<file path="src/rtl/usb_in_pkt_fifo.sv">
// Packet-aware USB full-speed IN endpoint FIFO with retry-until-ACK and MPS packet splitting.
// Optional zero-length-packet termination of max-size transfers: define USB_IN_ZLP_EN.
module usb_in_pkt_fifo #(
  parameter int IN_MAXPACKETSIZE = 8,
  parameter int DEPTH            = 64,
  localparam int AW              = $clog2(DEPTH)
) (
  input  logic          clk_i,
  input  logic          rstn_i,
  input  logic          clk_gate_i,
  input  logic [7:0]    app_in_data_i,
  input  logic          app_in_last_i,
  input  logic          app_in_valid_i,
  output logic          app_in_ready_o,
  output logic [AW:0]   app_in_free_o,
  output logic [7:0]    in_data_o,
  output logic          in_valid_o,
  input  logic          in_req_i,
  input  logic          in_ready_i,
  input  logic          in_data_ack_i,
  output logic          in_empty_o,
  output logic          in_full_o
);

  localparam int CW = $clog2(IN_MAXPACKETSIZE + 1);
  localparam logic [AW:0]   DEPTH_V = (AW + 1)'(DEPTH);
  localparam logic [CW-1:0] MPS_V   = CW'(IN_MAXPACKETSIZE);

  // Application side: a byte moves on app_in_valid_i & app_in_ready_o at any clk_i edge;
  // SIE side: events count only on clk_gate_i & in_ready_i, and a byte is consumed only
  // while in_valid_o is high.

  logic [8:0]    mem [DEPTH];
  logic [AW:0]   wr_q;
  logic [AW:0]   ack_q;
  logic [AW:0]   rd_q;
  logic [AW:0]   used;
  logic [CW-1:0] cnt_q;
  logic          done_q;
  logic          zlp_q;
  logic          wr_en;
  logic          sie_ev;
  logic          send_ok;

  assign used           = wr_q - ack_q;
  assign in_full_o      = (used == DEPTH_V);
  assign app_in_ready_o = ~in_full_o;
  assign app_in_free_o  = DEPTH_V - used;
  assign in_empty_o     = (wr_q == ack_q) & ~zlp_q;
  assign send_ok        = (rd_q != wr_q) & (cnt_q < MPS_V) & ~done_q & ~zlp_q;
  assign in_valid_o     = send_ok;
  assign in_data_o      = mem[rd_q[AW-1:0]][7:0];

  assign wr_en  = app_in_valid_i & ~in_full_o;
  assign sie_ev = clk_gate_i & in_ready_i;

  always_ff @(posedge clk_i or negedge rstn_i) begin
    if (!rstn_i) begin
      for (int i = 0; i < DEPTH; i++) begin
        mem[i] <= '0;
      end
    end else if (wr_en) begin
      mem[wr_q[AW-1:0]] <= {app_in_last_i, app_in_data_i};
    end
  end

  always_ff @(posedge clk_i or negedge rstn_i) begin
    if (!rstn_i) begin
      wr_q <= '0;
    end else if (wr_en) begin
      wr_q <= wr_q + 1'b1;
    end
  end

  // A token rewinds to the last acknowledged byte so an unacknowledged packet is resent.
  always_ff @(posedge clk_i or negedge rstn_i) begin
    if (!rstn_i) begin
      rd_q   <= '0;
      ack_q  <= '0;
      cnt_q  <= '0;
      done_q <= 1'b0;
    end else if (sie_ev) begin
      if (in_req_i) begin
        rd_q   <= ack_q;
        cnt_q  <= '0;
        done_q <= 1'b0;
      end else if (in_data_ack_i) begin
        ack_q  <= rd_q;
        cnt_q  <= '0;
        done_q <= 1'b0;
      end else if (send_ok) begin
        rd_q   <= rd_q + 1'b1;
        cnt_q  <= cnt_q + 1'b1;
        done_q <= mem[rd_q[AW-1:0]][8];
      end
    end
  end

`ifdef USB_IN_ZLP_EN
  // A transfer ending exactly on a max-size packet needs an empty packet to terminate it.
  always_ff @(posedge clk_i or negedge rstn_i) begin
    if (!rstn_i) begin
      zlp_q <= 1'b0;
    end else if (sie_ev && !in_req_i && in_data_ack_i) begin
      if ((cnt_q == MPS_V) && done_q) begin
        zlp_q <= 1'b1;
      end else if (cnt_q == '0) begin
        zlp_q <= 1'b0;
      end
    end
  end
`else
  assign zlp_q = 1'b0;
`endif

endmodule

</file>
<file path="config.mk">
export PLATFORM = sky130hd
export DESIGN_NAME = usb_in_pkt_fifo
export DESIGN_NICKNAME = d
export VERILOG_FILES = /design/src/rtl/usb_in_pkt_fifo.sv
export SDC_FILE = /design/constraint.sdc
export NUM_CORES = 1
export LEC_CHECK = 0
export ABC_CLOCK_PERIOD_IN_PS = 4080
export BUFFER_PORTS_ARGS = -buffer_cell sky130_fd_sc_hd__clkbuf_2
export CAP_MARGIN = 30
export CORE_MARGIN = 3
export CORE_UTILIZATION = 60
export CTS_CLUSTER_SIZE = 12
export DETAILED_ROUTE_END_ITERATION = 8
export PLACE_DENSITY = 0.85
export SYNTH_ARGS = -nofsm -noshare
export SYNTH_HDL_FRONTEND = slang
export SYNTH_SLANG_ARGS = --single-unit
</file>
<file path="constraint.sdc">
create_clock -name clk_i -period 4.08 [get_ports clk_i]
set_clock_uncertainty 0.1 [all_clocks]
set_input_delay 0 -clock clk_i [delete_from_list [all_inputs] [get_ports clk_i]]
set_output_delay 0 -clock clk_i [all_outputs]
set_load 0.01 [all_outputs]
</file>
# [Yosys cells after proc, flatten, opt, wreduce, memory -nomap -nowiden]
# Cells that the tools add are included.
[totals] register_bits=602 latchBits=0 ramBits=0 rom_bits=0 in_bits=16 out_inout_bits=19 wordCells=112 memories=0
[classes] add_sub_neg=5 multipliers=0 n_div=0 order_cmp=4 eq_ne=4 n_shift=0 n_mux=15 n_bitwise=9 n_reduce_logical=6
[ops] op="$bwmux 576" count=1
[ops] op="$bmux 9 s6" count=1
[ops] op="$demux 9 s6" count=1
[ops] op="$mux 9" count=3
[ops] op="$mux 7" count=3
[ops] op="$add 7x1->7 const B" count=2
[ops] op="$ge 7x7->1 const B" count=2
[ops] op="$not 6->7" count=2
[ops] op="$mux 4" count=3
[ops] op="$eq 7x7->1" count=1
[ops] op="$eq 7x7->1 const B" count=1
[ops] op="$lt 7x1->1 const B" count=1
[ops] op="$ne 7x7->1" count=1
[ops] op="$sub 7x7->7" count=1
[ops] op="$sub 7x7->7 const A" count=1
[ops] op="$reduce_and 3->1" count=2
[ops] op="$add 4x1->4 const B" count=1
[ops] op="$and 1x1->1" count=4
[ops] op="$lt 4x4->1 const B" count=1
[ops] op="$mux 1" count=3
[ops] op="$not 1->1" count=3
[ops] op="$reduce_bool 3->1" count=1
[ops] op="$ne 2x2->1 const B" count=1
[ops] op="$reduce_and 2->1" count=1
[ops] op="other kinds (2)" count=2

# [Depth between registers and ports, before layout]
[logic_depth] word_depth=7 mapped_depth=13 mapped_depth_nobuf=10

# [Worst setup path after synthesis]
# Ideal clock, no wire load.
[synth_path] path_type="flip-flop to flip-flop" startpoint="register wr_q[0]" endpoint="register mem[356] (netlist bit)" setup_time_ps=125 arrival_time_ps=3170 required_time_ps=3855 path_slack_ps=686 path_stages_with_launch=14 n_path_buf=3 synth_period_minus_slack_ps=3394 cell_sequence="dfrtp_1 inv_1 ha_1 inv_1 fa_1 a211oi_1 nor2_1 xnor2_1 nor4_1 buf_4 buf_6 buf_6 a211oi_4 mux2_2"
[synth_via] elab_chain_len=6
[synth_lines] item="start, declared" line="34" rtl="logic [AW:0] wr_q;"
[synth_lines] item="start signal, assigned" line="71" rtl="wr_q <= wr_q + 1'b1;"
[synth_lines] item="$not 6->7 (not written as such)" line="63" rtl="mem[wr_q[AW-1:0]] <= {app_in_last_i, app_in_data_i};"
[synth_lines] item="$ge 7x7->1 (not written as such) / $lt 7x1->1 (equally long branches)" line="63"
[synth_lines] item="$logic_and 1x1->1 (not written as such)" line="63"
[synth_lines] item="$mux 9 (not written as such)" line="63"
[synth_lines] item="$demux 9 s6" line="63"
[synth_lines] item="$bwmux 576" line="63"
[synth_lines] item="end signal, assigned by index" line="63"
[synth_lines] item="end, declared" line="33" rtl="logic [8:0] mem [DEPTH];"
# Several ways; a longest one is shown, not always the timed one.
# A chain may end at the register's enable or synchronous reset.

# [Final worst setup path]
[layout_path] startpoint="register rd_q[0]" endpoint="output in_data_o[3]"
[layout_via] elab_chain_len=4
[layout_lines] item="start, declared" line="36" rtl="logic [AW:0] rd_q;"
[layout_lines] item="start signal, assigned" line="84" rtl="rd_q <= ack_q;"
[layout_lines] item="start signal, assigned" line="92" rtl="rd_q <= rd_q + 1'b1;"
[layout_lines] item="$not 6->7 (not written as such)" line="52" rtl="assign in_data_o = mem[rd_q[AW-1:0]][7:0];"
[layout_lines] item="$bmux 9 s6" line="52"
[layout_lines] item="$mux 9 (2 in series)"
[layout_lines] item="end, declared" line="16" rtl="output logic [7:0] in_data_o,"
# No other way between the ends. The select of a mux whose other input is x is not followed.

==> flow_summary.ini <==
[die]
die_area_sq_um = 50800
io-pin-count = 35
core_sq_um = 47100
dieHeight_microns = 225
rows = 79
initial_utilization_pct = 61.4
die_x_microns = 225

[synth]
synth_flop_cell = dfrtp_1
syn_area_per_cell_sq_um = 15.8
synth_edf_count = 0
synth-seq-cells = 602
synth_cells = 1826
yosys_warnings = 0
synth_nets = 1853
synth_area_leader_cell = dfrtp_1
synth.area.top_cells = dfrtp_1 52%, mux2_2 22%, mux4_2 13%, a211oi_4 2.9%, clkbuf_1 1.1%
synth_most_common_cell = dfrtp_1
synth_top_area_share_pct = 52.2
ys_seq_area_share_pct = 52.2
ys_top_cells_by_count = 602 x dfrtp_1, 573 x mux2_2, 164 x mux4_2
synth.distinct_cells = 53
async_flop_share_pct = 100
synthesis.area_sq_um = 28900

[grt]
grt_max_degree = 107
overflow = 0
antenna_found_initial = 0
grt_pass1_wl_mm = 108
grt_pass1_vias = 17700
grt_use_total_pct = 27.9

[sta]
slew_headroom_pct = 39.4
fin_crit_sh_pct = 95.7
setup_violations = 0
period_minus_slack_ns = 3.91
max_freq_mhz = 256
tightest_slew_ns = 0.910
maxSlewViolCount = 0
rsz0062_at_grt = no
fin_setup_tns_ns = 0
hold_viol_final = 0

[job]
maxCapViolations = 0

[setup_path]
regToRegStartpoint = wr_q[0]
crit_path_end_kind = primary output
arrival_ns = 3.81
cp_data_required_time_ns = 3.98
r2r_slack_ns = 0.28
criticalPathCategory = reg -> out
cp-start-kind = flop
r2r_cells = 12
critPathMaxFanout = 33
r2r_end = mem[237]

[detailed_routing]
drc = 0
wl_per_cell_microns = 27.1
initialDrtViolationCount = 1364
wirelength_mm = 67.9
ant_nets = 0
viasPerCell = 6.56
dr.pass1.iters = 6
num_vias = 16400

[clocking]
ctsResizeCount = 0
clock_latency_ns = 0.63
cts-htree-levels = 2
cts-buffers-inserted = 61
cts_tree = done
cts.path.max_buffers = 3
clk_pin_slew_ns = 0.06
root_buffer = clkbuf_16
clock_sink_count = 602

[power]
power_switching_uw = 8620
peakVddDrop_mv = 0.461
clkPwrFrac_pct = 20.8
internal_power_uw = 16400
swShare_pct = 34.5
p_leak_uw = 0.0141
p_per_area_nw_per_um2 = 785
p_comb_share_pct = 39.0
p_seq_share_pct = 40.2

[cells_and_area]
nNetsFinal = 1886
drive_gt1_share_pct = 52.2
antenna_cells = 0
fillers = 3030
syn_to_final_growth_pct = 10.4
finalInstanceArea_sq_um = 31900

[placement]
numPortBuffers = 34
dp_hpwl_mm = 43.4
dpl_cell_area_sq_um = 29900
gp_congestion = 0.901

[worst_hold_path]
hp-class = in -> async

[status]
outcome = complete, no violations
how the worst max path moves through the flow:
stage                     depth (start not counted)           end    start
after floorplan                                  13      mem[356]  wr_q[0]
after global routing                             12      mem[237]  wr_q[0]
final                                             6  in_data_o[3]  rd_q[0]
after CTS                                         6  in_data_o[3]  rd_q[0]
after global placement                           13       mem[17]  wr_q[0]
after detailed placement                         12      mem[221]  wr_q[0]
logic make-up after synthesis:
logic type | after synthesis | synth area share [%]
compound gates | 131 | 5.55
mux | 778 | 36.6
buf+inv | 159 | 2.28
xor+xnor | 23 | 0.763
simple gates | 122 | 2.08
fa+ha+maj | 11 | 0.503
flops | 602 | 52.2
sequential cells by signal (all words and copies together) (netlist names):
signal / cells
ack_q: 7
cnt_q: 4
done_q: 1
mem: 576
rd_q: 7
wr_q: 7
per-stage QoR:
step	util [%]	hold WS (ns)	std cells	setup WS, ns	power (uW)
6_report	67.7	0.0128	2504	0.174	25000
5_1_grt	67.7	0.0352	2504	0.0533	26200
4_1_cts	67.7	0.0136	2504	0.105	25100
3_5_place_dp	63.5	-0.00772	2389	0.324	19800
3_3_place_gp	63.5	-0.0258	2388	0.427	19200
2_1_floorplan	-	-0.396	1826	0.686	16800
area by class of cell:
class | instances | area, sq um | share of cell area, %
multi-input combinational | 1065 | 13200 | 41.3
inverter | 20 | 75.1 | 0.236
clock inverter | 11 | 66.3 | 0.208
sequential | 602 | 15100 | 47.3
clock buffer | 90 | 1750 | 5.48
tap | 607 | 759 | 2.38
timing repair buffer | 109 | 991 | 3.11
critical path: stages (launching register included):
cell,delay [ns]
dfrtp_4,0.91
buf_4,0.38
mux4_2,0.54
mux4_2,0.56
a22oi_1,0.41
nand2_1,0.19
clkbuf_2,0.17
metal layers:
layer / global-route usage (%) / share of wire [%]
met5: 0 / 0
met4: 7.03 / 2.4
met3: 5.60 / 5.8
met2: 45.1 / 49
met1: 39.5 / 42
timing repair:
item,in CTS,in global routing
setup buffers,0,0
endpoints found under the hold margin,529,0
hold buffers,14,0
power by group through the flow:
stage,Clock (uW),Combinational (uW),Sequential (uW)
floorplan,0,7400,9390
finish,5200,9740,10100
global placement,0,9380,9860
global route,5510,10300,10400
CTS,5280,9750,10000
detailed placement,0,9680,10100
cell usage in the layout, fill, tap and decap left out, drive strengths merged, types with 7 or more instances in the layout:
cell type	n
clkbuf	123
inv	21
nor3	7
clkinv	10
xor2	18
a21oi	28
a211oi	47
nand2	47
nand3	11
buf	63
a22oi	30
ha	10
mux2	588
nor2	18
dlygate4sd3	13
mux4	164
dfrtp	602
mux2i	26
Power figures use the tool's default switching activity.
